**src/rtl/ps2_move_decoder_pkg.sv**
```systemverilog
// Shared definitions for the PS/2 move decoder: move codes, scan codes, key map.
package ps2_move_decoder_pkg;

  // Move codes sampled by the game controller in its key-read state.
  typedef enum logic [2:0] {
    MOVE_NONE  = 3'd0,
    MOVE_LEFT  = 3'd1,
    MOVE_RIGHT = 3'd2,
    MOVE_UP    = 3'd3,
    MOVE_DOWN  = 3'd4
  } move_e;

  // Receive frame states.
  typedef enum logic [1:0] {
    RX_IDLE,
    RX_DATA,
    RX_PARITY,
    RX_STOP
  } rx_state_e;

  // Set-2 scan codes.
  localparam logic [7:0] SC_E0    = 8'hE0;
  localparam logic [7:0] SC_F0    = 8'hF0;
  localparam logic [7:0] SC_LEFT  = 8'h6B;
  localparam logic [7:0] SC_RIGHT = 8'h74;
  localparam logic [7:0] SC_UP    = 8'h75;
  localparam logic [7:0] SC_DOWN  = 8'h72;
  localparam logic [7:0] SC_A     = 8'h1C;
  localparam logic [7:0] SC_D     = 8'h23;
  localparam logic [7:0] SC_W     = 8'h1D;
  localparam logic [7:0] SC_S     = 8'h1B;

  // Arrow codes only count behind an E0 prefix; WASD only without it.
  function automatic move_e key_to_move(input logic [7:0] code, input logic ext,
                                        input logic wasd_en);
    key_to_move = MOVE_NONE;
    if (ext) begin
      case (code)
        SC_LEFT:  key_to_move = MOVE_LEFT;
        SC_RIGHT: key_to_move = MOVE_RIGHT;
        SC_UP:    key_to_move = MOVE_UP;
        SC_DOWN:  key_to_move = MOVE_DOWN;
        default:  key_to_move = MOVE_NONE;
      endcase
    end else if (wasd_en) begin
      case (code)
        SC_A:    key_to_move = MOVE_LEFT;
        SC_D:    key_to_move = MOVE_RIGHT;
        SC_W:    key_to_move = MOVE_UP;
        SC_S:    key_to_move = MOVE_DOWN;
        default: key_to_move = MOVE_NONE;
      endcase
    end
  endfunction

endpackage

```
**src/rtl/ps2_move_decoder_rx_frame.sv**
```systemverilog
// PS/2 device-to-host frame receiver: pin synchronizers, 11-bit frame FSM
// with start/parity/stop checking, and an inactivity timeout.
module ps2_rx_frame
  import ps2_move_decoder_pkg::*;
#(
  parameter int TIMEOUT_CYCLES = 50000
) (
  input  logic       clk,
  input  logic       reset,
  input  logic       ps2_clk,
  input  logic       ps2_data,
  output logic       byte_valid,
  output logic [7:0] byte_data,
  output logic       frame_err,
  // Same-cycle strobes so the decoder can update on the same edge as byte_valid.
  output logic       good_stb,
  output logic       err_stb,
  output logic [7:0] shift_q
);

  localparam int TW = $clog2(TIMEOUT_CYCLES + 1);

  logic          clk_s1, clk_s2, clk_s3;
  logic          dat_s1, dat_s2;
  logic          fall, timeout;
  rx_state_e     state_q, state_d;
  logic [2:0]    bit_cnt_q;
  logic          par_q;
  logic [TW-1:0] tcnt_q;

  // Two-flop synchronizers, plus one extra clock stage for edge detection.
  // Reset to the idle-high level so no phantom edge appears after reset.
  always_ff @(posedge clk) begin
    if (reset) begin
      clk_s1 <= 1'b1;
      clk_s2 <= 1'b1;
      clk_s3 <= 1'b1;
      dat_s1 <= 1'b1;
      dat_s2 <= 1'b1;
    end else begin
      clk_s1 <= ps2_clk;
      clk_s2 <= clk_s1;
      clk_s3 <= clk_s2;
      dat_s1 <= ps2_data;
      dat_s2 <= dat_s1;
    end
  end

  assign fall    = clk_s3 & ~clk_s2;
  assign timeout = (state_q != RX_IDLE) && !fall && (tcnt_q == TW'(TIMEOUT_CYCLES - 1));

  // Frame state register.
  always_ff @(posedge clk) begin
    if (reset) state_q <= RX_IDLE;
    else       state_q <= state_d;
  end

  // Next state and completion strobes; a falling edge always wins over timeout.
  always_comb begin
    state_d  = state_q;
    good_stb = 1'b0;
    err_stb  = 1'b0;
    if (fall) begin
      case (state_q)
        RX_IDLE:   if (!dat_s2) state_d = RX_DATA;
        RX_DATA:   if (bit_cnt_q == 3'd7) state_d = RX_PARITY;
        RX_PARITY: state_d = RX_STOP;
        RX_STOP: begin
          // Odd parity over data+parity, stop bit high.
          good_stb = dat_s2 && (^{shift_q, par_q});
          err_stb  = !good_stb;
          state_d  = RX_IDLE;
        end
        default:   state_d = RX_IDLE;
      endcase
    end else if (timeout) begin
      err_stb = 1'b1;
      state_d = RX_IDLE;
    end
  end

  // Data path: shift register, bit counter, parity capture, timeout counter, outputs.
  always_ff @(posedge clk) begin
    if (reset) begin
      bit_cnt_q  <= 3'd0;
      shift_q    <= 8'h00;
      par_q      <= 1'b0;
      tcnt_q     <= '0;
      byte_valid <= 1'b0;
      byte_data  <= 8'h00;
      frame_err  <= 1'b0;
    end else begin
      if (fall) begin
        case (state_q)
          RX_IDLE:   bit_cnt_q <= 3'd0;
          RX_DATA: begin
            shift_q[bit_cnt_q] <= dat_s2;
            bit_cnt_q          <= bit_cnt_q + 3'd1;
          end
          RX_PARITY: par_q <= dat_s2;
          default:   ;
        endcase
      end
      if (state_q == RX_IDLE || fall || timeout) tcnt_q <= '0;
      else                                       tcnt_q <= tcnt_q + TW'(1);
      byte_valid <= good_stb;
      frame_err  <= err_stb;
      if (good_stb) byte_data <= shift_q;
    end
  end

endmodule

```
**src/rtl/ps2_move_decoder.sv**
```systemverilog
// PS/2 arrow/WASD decoder: tracks E0/F0 prefixes on good bytes and holds the
// move code of the currently pressed direction key.
module ps2_move_decoder
  import ps2_move_decoder_pkg::*;
#(
  parameter int TIMEOUT_CYCLES = 50000,
  parameter bit WASD_EN        = 1'b1
) (
  input  logic       clk,
  input  logic       reset,
  input  logic       ps2_clk,
  input  logic       ps2_data,
  output logic [2:0] move,
  output logic       byte_valid,
  output logic [7:0] byte_data,
  output logic       frame_err
);

  logic       good_stb, err_stb;
  logic [7:0] rx_byte;
  logic       ext_q, brk_q;
  move_e      move_q, key;

  ps2_rx_frame #(.TIMEOUT_CYCLES(TIMEOUT_CYCLES)) u_rx (
    .clk       (clk),
    .reset     (reset),
    .ps2_clk   (ps2_clk),
    .ps2_data  (ps2_data),
    .byte_valid(byte_valid),
    .byte_data (byte_data),
    .frame_err (frame_err),
    .good_stb  (good_stb),
    .err_stb   (err_stb),
    .shift_q   (rx_byte)
  );

  assign key  = key_to_move(rx_byte, ext_q, WASD_EN);
  assign move = move_q;

  // Prefix flags and held move; a break only releases the key currently held.
  always_ff @(posedge clk) begin
    if (reset) begin
      ext_q  <= 1'b0;
      brk_q  <= 1'b0;
      move_q <= MOVE_NONE;
    end else if (err_stb) begin
      ext_q <= 1'b0;
      brk_q <= 1'b0;
    end else if (good_stb) begin
      if (rx_byte == SC_E0) begin
        ext_q <= 1'b1;
      end else if (rx_byte == SC_F0) begin
        brk_q <= 1'b1;
      end else begin
        ext_q <= 1'b0;
        brk_q <= 1'b0;
        if (key != MOVE_NONE) begin
          if (!brk_q)             move_q <= key;
          else if (move_q == key) move_q <= MOVE_NONE;
        end
      end
    end
  end

endmodule

```
**config.mk**
```make
export PLATFORM = sky130hd
export DESIGN_NAME = ps2_move_decoder
export DESIGN_NICKNAME = d
export VERILOG_FILES = /design/src/rtl/ps2_move_decoder_pkg.sv /design/src/rtl/ps2_move_decoder_rx_frame.sv /design/src/rtl/ps2_move_decoder.sv
export SDC_FILE = /design/constraint.sdc
export NUM_CORES = 1
export LEC_CHECK = 0
export ABC_AREA = 1
export CORE_ASPECT_RATIO = 1.1
export CORE_MARGIN = 5
export CORE_UTILIZATION = 40
export CTS_CLUSTER_DIAMETER = 200
export DETAILED_ROUTE_END_ITERATION = 12
export MAX_ROUTING_LAYER = met4
export SYNTH_ARGS = -nofsm -noshare
export SYNTH_HDL_FRONTEND = slang
export SYNTH_HIERARCHICAL = 1
export SYNTH_SLANG_ARGS = --single-unit
```
**constraint.sdc**
```tcl
create_clock -name clk -period 5.1 [get_ports clk]
set_input_delay 0.51 -clock clk [delete_from_list [all_inputs] [get_ports clk]]
set_output_delay 0.51 -clock clk [all_outputs]
set_load 0.05 [all_outputs]
```
==> impl_metrics.toml, run 1 <==
[run_status]
status = "completed"

[detailed_routing]
routed_wl_um = 6176
first_pass_iters = 4
drc = 0
wl_per_cell_um = 11.61
ant_nets = 0
viasPerCell = 4.898
drt-initial-drc-count = 154
vias = 2606

[power]
p_leak_nw = 1.255
pwr-share-comb_pct = 3.9
p_per_area_nw_per_um2 = 207.6
p_total_w = 0.0006604
p_sw_w = 0.0001488
clkPwrFrac_pct = 36.0
switching_share_pct = 22.53
irDropWorstVdd_uv = 148.9
seqPwrFrac_pct = 60.1
p_int_w = 0.0005116

[worst_setup_path]
worst_setup_path_start_kind = "input port"
cpPeakStageDelay_ns = 0.82
critPathBufInv = 2
crit_type = "input port to flop"
cp_slowest_cell = "clkdlybuf4s50_1"
cp.required_ns = 5.35
cp_top_family = "buffers and inverters"
critPathMaxFanout = 23
cp.arrival_ns = 2.84
path_cells = "clkdlybuf4s50_1 > inv_1 > nand3_1 > a21oi_1 > o21a_1"
crit_path_end_kind = "flop"

[clock_network]
clkLatencyLatePin_ns = 0.30
cts_setup_buffers = 0
ctsResizeCount = 0
cts_tree = "yes"
clk_pin_slew_ns = 0.09
clock_path_buffers = 2
cts_buffers = 5
cts_max_level = 2
root_buffer = "clkbuf_8"
cts-hold-fix-buffers = 0
cts_sinks = 50

[logic_synthesis]
synth.top_cells.by_area = "dfxtp_1 35%, nand2_1 15%, nor2_1 6.7%"
synth_compound_area_share_pct = 8.107
synth_cells = 429
synth_top_family_by_area = "simple AND/OR/NAND/NOR gates"
synthDistinctLibCells = 31
synth.avg_cell_area_sq_um = 6.656
synth_xor_area_share_pct = 0.9202
yosysSeqAreaShare_pct = 35.06
synth_edf_count = 0
ys_warn_count = 6
ys_seq_elements = 50
synth_simple_gate_area_share_pct = 44.26
muxShareOfSynthArea_pct = 0
synth_area_sq_um = 2855
syn-num-nets = 440
synth_top_area_share_pct = 35.06
yosysTopAreaCell = "dfxtp_1"
synthAdderAreaFrac_pct = 3.067
synth_top_flop_cell = "dfxtp_1"
async_flop_share_pct = 0

[place]
numPortBuffers = 16
gp_congestion = 0.8428
hpwl_um = 4703

[sta]
period_needed_ns = 2.589
setup_viol = 0
tightest_slew_ns = 0.7977
clock_skew_ns = 0.003896
tns_ns = 0
hold_viol_final = 0
fin_crit_sh_pct = 50.76
slew_headroom_pct = 46.65
rsz0062_at_grt = "false"
drv_slew = 0
max_freq_mhz = 386.3

[layout]
post-route-util_pct = 45.67
diodes = 0
drive_gt1_share_pct = 11.86
area_delta_synth_final_pct = 11.44
final_nets = 457
nFillCells = 757

[floorplan]
initial_core_util_pct = 40.98
num_rows = 32
core-area_sq_um = 6967
ios = 17
dieHeight_um = 98.61
fp.dieArea_sq_um = 8930
die_w_um = 90.56

[grt]
grt_overflow = 0
grt_pass1_wl_um = 10610
grt_usage_pct = 14.67
antenna_found_initial = 0
grt_pass1_vias = 2379
grt_max_degree = 24

[hold_path]
min_path_type = "flop to flop"

[flow_run]
maxCapViolCount = 0
final timing paths:
| kind | from | endpoint | slack [ns] | depth (start not counted) |
|---|---|---|---|---|
| max | reset | u_rx/tcnt_q[12] | 2.51 | 5 |
| min | u_rx/dat_s1 | u_rx/dat_s2 | 0.42 | 1 |
| max reg2reg | u_rx/shift_q[0] | move[0] | 2.77 | 15 |
| min reg2reg | u_rx/dat_s1 | u_rx/dat_s2 | 0.42 | 1 |
per-layer routing:
layer | GRT usage [%] | vias to the layer above | routed length, um
met1 | 18.57 | 1158 | 2877
met3 | 3.282 | 5 | 317
li1 | - | 1393 | -
met5 | - | - | 0
met4 | 4.238 | 0 | 63
met2 | 23.48 | 50 | 2918
worst register-to-register path: cells and delay by family, from the launching register on:
| kind | cells | cell delay (ns) |
|---|---|---|
| AOI/OAI and AO/OA | 2 | 0.37 |
| buffers and inverters | 1 | 0.10 |
| DFF | 1 | 0.55 |
| and+or+nand+nor | 12 | 1.23 |
cell type report:
class	count	area [sq um]	area share, %
sequential	50	1001	31.46
timing repair buffer	16	160.2	5.033
clock buffer	7	86.33	2.713
clock inverter	1	5.005	0.1573
tap	85	106.4	3.343
multi-input combinational	316	1609	50.57
inverter	57	214.0	6.724
power by group through the flow:
stage | combinational, W | sequential [W] | clock [W]
2_1_floorplan | 0.0000205 | 0.000404 | 0
3_3_place_gp | 0.0000252 | 0.000406 | 0
3_5_place_dp | 0.0000256 | 0.000406 | 0
4_1_cts | 0.0000256 | 0.000397 | 0.000248
5_1_grt | 0.0000287 | 0.000398 | 0.000266
6_report | 0.0000255 | 0.000397 | 0.000238
synth_stat cells, types with 6 or more instances:
cell type	n
nor3_1	9
nand3_1	31
a21oi_1	28
nand2_2	11
inv_2	8
o21ai_0	13
ha_1	7
dfxtp_1	50
inv_1	48
nor2_1	51
nand2_1	113
nand4_1	13
nor2_2	8
or2_2	6
stage by stage:
stage	setup WS, ns	cells	instance area [sq um]	hold WS [ns]
floorplan	3.166	429	2855	0.3895
global placement	2.217	524	3090	0.3932
detailed placement	2.162	524	3090	0.3985
CTS	2.496	532	3182	0.4209
global route	2.207	532	3182	0.4379
finish	2.511	532	3182	0.4160
kinds of logic (layout without fill, tap and decap cells):
family | count (synthesis) | in the layout
AO/OA/AOI/OAI | 44 | 44
XOR/XNOR | 3 | 3
adder cells (fa/ha/maj) | 7 | 7
buffers and inverters | 63 | 81
flip-flops | 50 | 50
AND/OR/NAND/NOR | 262 | 262
cell usage in the layout, fill, tap and decap left out, types with 4 or more instances in the layout:
master	netlist	routed
nand2_2	11	11
inv_2	8	8
nand3b_1	5	5
inv_1	48	48
nor3_1	9	9
dfxtp_1	50	50
nor2_1	51	51
nor2_2	8	8
nand3_1	31	31
nand2_1	113	113
clkdlybuf4s50_1	0	16
nor2_4	4	4
or2_2	6	6
clkbuf_8	0	6
o21ai_0	13	13
nand4_1	13	13
ha_1	7	7
a21oi_1	28	28
flip-flops by register name (all words and copies together), names as in the netlist:
signal,flops
brk_q,1
ext_q,1
move,3
u_rx/bit_cnt_q,3
u_rx/byte_data,8
u_rx/byte_valid,1
u_rx/clk_s1,1
u_rx/clk_s2,1
u_rx/clk_s3,1
u_rx/dat_s1,1
u_rx/dat_s2,1
u_rx/frame_err,1
u_rx/par_q,1
u_rx/shift_q,8
u_rx/state_q,2
u_rx/tcnt_q,16
Note: power is estimated with default switching activity, not from simulation.
==> run 2, diff against run 1 <==
==> constraint.sdc (replaced) <==
create_clock -name clk -period 2.5 [get_ports clk]
set_input_delay 0.25 -clock clk [delete_from_list [all_inputs] [get_ports clk]]
set_output_delay 0.25 -clock clk [all_outputs]
set_load 0.05 [all_outputs]
==> run 2 against run 1 <==
- wire length rose by 0.37%
- critical path depth rose by 11
- die area did not move
- via count rose by 0.96%
- clock power rose by 92%
- sequential cell count did not move
- sequential share of layout area fell by 0.18 points
==> impl_metrics.toml, run 2 (synthesis gave the netlist of run 1 again) <==
[sta]
hold_viol_final = 0
tightest_slew_ns = 0.6643
slew_headroom_pct = 55.59
setup_viol = 0
clock_skew_ns = 0.004657
whs_ns = 0.4167
fin_crit_sh_pct = 84.50
tns_ns = 0
setup_slack_ns = 0.3876
max_freq_mhz = 473.4
drv_slew = 0
rsz0062_at_grt = "false"
period_needed_ns = 2.112

[hold_path]
hp-start = "u_rx/dat_s1"
min_path_type = "flop to flop"
whs_path_depth = 1
min_to = "u_rx/dat_s2"

[layout]
area_delta_synth_final_pct = 12.09
diodes = 0
final_cell_mix = "113 x nand2_1, 51 x nor2_1, 50 x dfxtp_1, 48 x inv_1, 31 x nand3_1"
final_area_sq_um = 3201
drive_gt1_share_pct = 12.44
largest_register = "u_rx/tcnt_q"
largest_reg_flops = 16
reg_top3 = "u_rx/tcnt_q (16), u_rx/byte_data (8), u_rx/shift_q (8)"
final_nets = 461
final_common_cell = "nand2_1"

[power]
seqPwrFrac_pct = 61.0
switching_share_pct = 23.18
p_leak_nw = 1.264
irDropWorstVdd_uv = 281.0
p_sw_w = 0.0003063
pwr-share-comb_pct = 4.4
p_int_w = 0.001015
p_per_area_nw_per_um2 = 412.9
clkPwrFrac_pct = 34.5

[clock_network]
clock_path_buffers = 2
clkLatencyLatePin_ns = 0.30
cts_tree = "yes"
clk_pin_slew_ns = 0.09
cts_sinks = 50
root_buffer = "clkbuf_8"
cts-hold-fix-buffers = 0
cts_setup_buffers = 0
cts_max_level = 2
cts_buffers = 5
ctsResizeCount = 0

[floorplan]
ios = 17
fp.dieArea_sq_um = 8930
num_rows = 32
initial_core_util_pct = 40.98
die_w_um = 90.56
dieHeight_um = 98.61
core-area_sq_um = 6967

[detailed_routing]
drt-initial-drc-count = 99
viasPerCell = 4.918
first_pass_iters = 5
drc = 0
wl_per_cell_um = 11.59
routed_wl_um = 6199
vias = 2631
ant_nets = 0

[grt]
grt_max_degree = 23
grt_pass1_wl_um = 10640
grt_use_met1_pct = 18.55
antenna_found_initial = 0
grt_pass1_vias = 2352
grt_busiest_layer = "met2"
grt_overflow = 0
grt_usage_pct = 14.39
grt_use_met3_pct = 2.824
grt_util_met2_pct = 22.81

[worst_setup_path]
critPathMaxFanout = 7
reg2reg_from = "u_rx/shift_q[4]"
cp.required_ns = 2.69
crit_path_end_kind = "flop"
r2r_slack_ns = 0.39
worstRegToRegCells = 16
timing.rr.end = "move[1]"
crit_type = "flop to flop"
cp.arrival_ns = 2.30
worst_setup_path_start_kind = "flop"

[place]
hpwl_um = 4739
place_ws_ns = 0.3929
numPortBuffers = 16
postPlaceCellArea_sq_um = 3120
gp_congestion = 0.8790

[flow_run]
maxCapViolCount = 0

[run_status]
status = "completed"
## run 2: per-stage QoR
stage / instances / util [%] / total power [W]
after floorplan: 429 / - / 0.0008657
after global placement: 528 / 44.79 / 0.0008839
after detailed placement: 528 / 44.79 / 0.0008837
after CTS: 535 / 45.94 / 0.001339
after global routing: 535 / 45.94 / 0.001378
final: 535 / 45.94 / 0.001321
## run 2: worst max-delay path, stage by stage, from the launching register on
cell and delay, ns:
dfxtp_1 0.51, inv_2 0.07, nand2_1 0.07, nand2_1 0.06, nand2_2 0.09, nand3_1 0.14
nand3_2 0.12, nand3_4 0.11, nor2_8 0.10, a21boi_2 0.18, nand2_1 0.09, nor2_2 0.12
nand2_2 0.08, inv_2 0.07, nand2_2 0.06, nand3_1 0.07, a21oi_1 0.06
## run 2: how the worst max path moves through the flow
stage                    startpoint  endpoint  cells after the start
floorplan           u_rx/shift_q[5]   move[0]                     18
global route        u_rx/shift_q[4]   move[0]                     15
global placement    u_rx/shift_q[4]   move[0]                     16
finish              u_rx/shift_q[4]   move[1]                     16
CTS                 u_rx/shift_q[4]   move[1]                     16
detailed placement  u_rx/shift_q[4]   move[1]                     16
## run 2: power by group through the flow
| stage | Sequential, W | Clock (W) | Combinational (W) |
|---|---|---|---|
| after floorplan | 0.000824 | 0 | 0.0000418 |
| after global placement | 0.000825 | 0 | 0.0000586 |
| after detailed placement | 0.000825 | 0 | 0.0000585 |
| after CTS | 0.000807 | 0.000473 | 0.0000587 |
| after global routing | 0.000808 | 0.000504 | 0.0000664 |
| final | 0.000806 | 0.000456 | 0.0000587 |
## run 2: per-layer routing
metal	vias to the layer above	part of all wire, %
li1	1401	-
met1	1168	49
met2	51	45
met3	11	4.6
met4	0	1.7
met5	-	0
## run 2: final cells by class
type | count | area, sq um
clock buffers | 6 | 72.57
clock inverters | 1 | 7.507
fillers | 744 | 3766
inverters | 57 | 214.0
multi-input cells | 316 | 1609
flip-flops and latches | 50 | 1001
well taps | 85 | 106.4
repair buffers | 20 | 190.2
==> run 3, diff against run 2 <==
==> constraint.sdc (replaced) <==
create_clock -name clk -period 2 [get_ports clk]
set_input_delay 0.2 -clock clk [delete_from_list [all_inputs] [get_ports clk]]
set_output_delay 0.2 -clock clk [all_outputs]
set_load 0.05 [all_outputs]
==> run 3 against run 2 <==
- clock power rose by 57%
- final cell count up 2.4%
- critical endpoint unchanged
- highest routed layer unchanged
- sequential cell count unchanged
==> impl_metrics.toml, run 3 (synthesis gave the netlist of run 1 again) <==
[hold_path]
whs_path_depth = 1
hp-start = "u_rx/clk_s1"
min_to = "u_rx/clk_s2"
min_path_type = "flop to flop"

[floorplan]
dieHeight_um = 98.61
initial_core_util_pct = 40.98
die_w_um = 90.56
core-area_sq_um = 6967
ios = 17
num_rows = 32
fp.dieArea_sq_um = 8930

[sta]
rsz0062_at_grt = "true"
setup_viol = 0
max_freq_mhz = 508.4
hold_viol_final = 0
period_needed_ns = 1.967
clock_skew_ns = 0.005346
tightest_slew_ns = 0.5252
setup_slack_ns = 0.03315
slew_headroom_pct = 64.87
tns_ns = 0
drv_slew = 0
fin_crit_sh_pct = 98.34

[layout]
final_nets = 474
reg_top3 = "u_rx/tcnt_q (16), u_rx/byte_data (8), u_rx/shift_q (8)"
nFillCells = 716
final_area_sq_um = 3358
drive_gt1_share_pct = 17.49
largest_register = "u_rx/tcnt_q"
area_delta_synth_final_pct = 17.62
largest_reg_flops = 16
final_common_cell = "nand2_1"
seq_area_sq_um = 1013
multi_input_area_sq_um = 1624
fin_cells = 548
final_cell_mix = "113 x nand2_1, 51 x nor2_1, 48 x inv_1, 42 x dfxtp_1"
diodes = 0

[place]
hpwl_um = 4850
postPlaceCellArea_sq_um = 3203
placed_cells = 539
numPortBuffers = 16
place_ws_ns = -0.0004208
gp_congestion = 0.8446

[detailed_routing]
ant_nets = 0
first_pass_iters = 4
drc = 0
vias = 2640
viasPerCell = 4.818
wl_per_cell_um = 11.23
routed_wl_um = 6156
drt-initial-drc-count = 98

[worst_setup_path]
critPathMaxFanout = 4
crit_type = "flop to flop"
worstRegToRegCells = 18
r2r_slack_ns = 0.03
timing.rr.end = "move[1]"
worst_setup_path_start_kind = "flop"
cp.arrival_ns = 2.15
reg2reg_from = "u_rx/shift_q[6]"
cp.required_ns = 2.18
crit_path_end_kind = "flop"

[clock_network]
cts_max_level = 2
cts_tree = "yes"
cts-hold-fix-buffers = 0
root_buffer = "clkbuf_8"
cts_sinks = 50
clkLatencyLatePin_ns = 0.29
clock_path_buffers = 2
clk_pin_slew_ns = 0.09
cts_buffers = 5

[grt]
grt_overflow = 0
antenna_found_initial = 0
grt_pass1_vias = 2448
grt_pass1_wl_um = 10780
grt_usage_pct = 14.59
grt_max_degree = 23

[power]
p_total_w = 0.001796
p_leak_nw = 1.355
irDropWorstVdd_uv = 345.9
p_per_area_nw_per_um2 = 534.7

[run_status]
status = "completed"

[flow_run]
maxCapViolCount = 0
==> run 3: changes by cell type in the layout (fill, tap and decap cells not counted) <==
| cell | delta |
|---|---|
| nand3_2 | +3 |
| buf_4 | +13 |
| dfxtp_4 | +1 |
| dfxtp_2 | +7 |
| dfxtp_1 | -8 |
| bufinv_16 | +1 |
| clkbuf_8 | +1 |
| clkinvlp_4 | -1 |
| nand3_1 | -3 |
| clkbuf_1 | -1 |
==> run 3: critical path, stage by stage, from the launching register on <==
cell      delay (ns)
dfxtp_4         0.38
inv_2           0.05
nand2_1         0.05
nand2_1         0.06
nand2_2         0.10
nand2_4         0.07
nand2_4         0.06
nand2_2         0.05
nand2_2         0.07
nand3_4         0.10
nor2_8          0.09
a21boi_2        0.17
nand2_1         0.09
nor2_2          0.14
nand2_2         0.08
inv_2           0.07
nand2_2         0.07
nand3_1         0.09
a21oi_1         0.06
==> run 3: how the worst max path moves through the flow <==
stage / from / cells past startpoint / slack, ns / end
final: u_rx/shift_q[6] / 18 / 0.03 / move[1]
after global routing: u_rx/shift_q[6] / 18 / -0.1 / move[1]
after CTS: u_rx/shift_q[4] / 16 / 0.02 / move[1]
after detailed placement: u_rx/shift_q[6] / 16 / -0.0004 / move[1]
after global placement: u_rx/shift_q[6] / 16 / 0.06 / move[1]
after floorplan: u_rx/shift_q[5] / 18 / 0.07 / move[0]
==> run 3: cell type report <==
class / count / area share, %
clock inverter: 1 / 0.8942
timing repair buffer: 33 / 8.569
tap: 85 / 3.167
sequential: 50 / 30.18
clock buffer: 6 / 2.459
inverter: 57 / 6.371
multi-input combinational: 316 / 48.36
==> run 3: layer usage <==
metal | GRT usage (%) | up-vias | part of all wire [%]
met1 | 18.92 | 1172 | 51
met3 | 2.595 | 4 | 3.1
li1 | - | 1428 | -
met5 | - | - | 0
met2 | 23.48 | 36 | 45
met4 | 3.780 | 0 | 0.94
==> run 3: what timing repair did <==
item                       4_1_cts  5_1_grt
resized for setup                3        9
buffers inserted                 0        2
pin swaps                        0        6
setup endpoints to repair        3        3
==> run 3: power by group <==
group	internal [W]	total (W)	switching, W
logic	0.0000276	0.0000758	0.0000482
clock network	0.000400	0.000714	0.000313
registers	0.00100	0.00101	0.00000525
total	0.00143	0.00180	0.000367
==> run 3: per-stage QoR <==
step           util [%]  hold slack, ns
2_1_floorplan         -          0.2691
3_3_place_gp      45.98          0.3916
3_5_place_dp      45.98          0.3979
4_1_cts           47.65          0.4219
5_1_grt           48.20          0.4367
6_report          48.20          0.4201
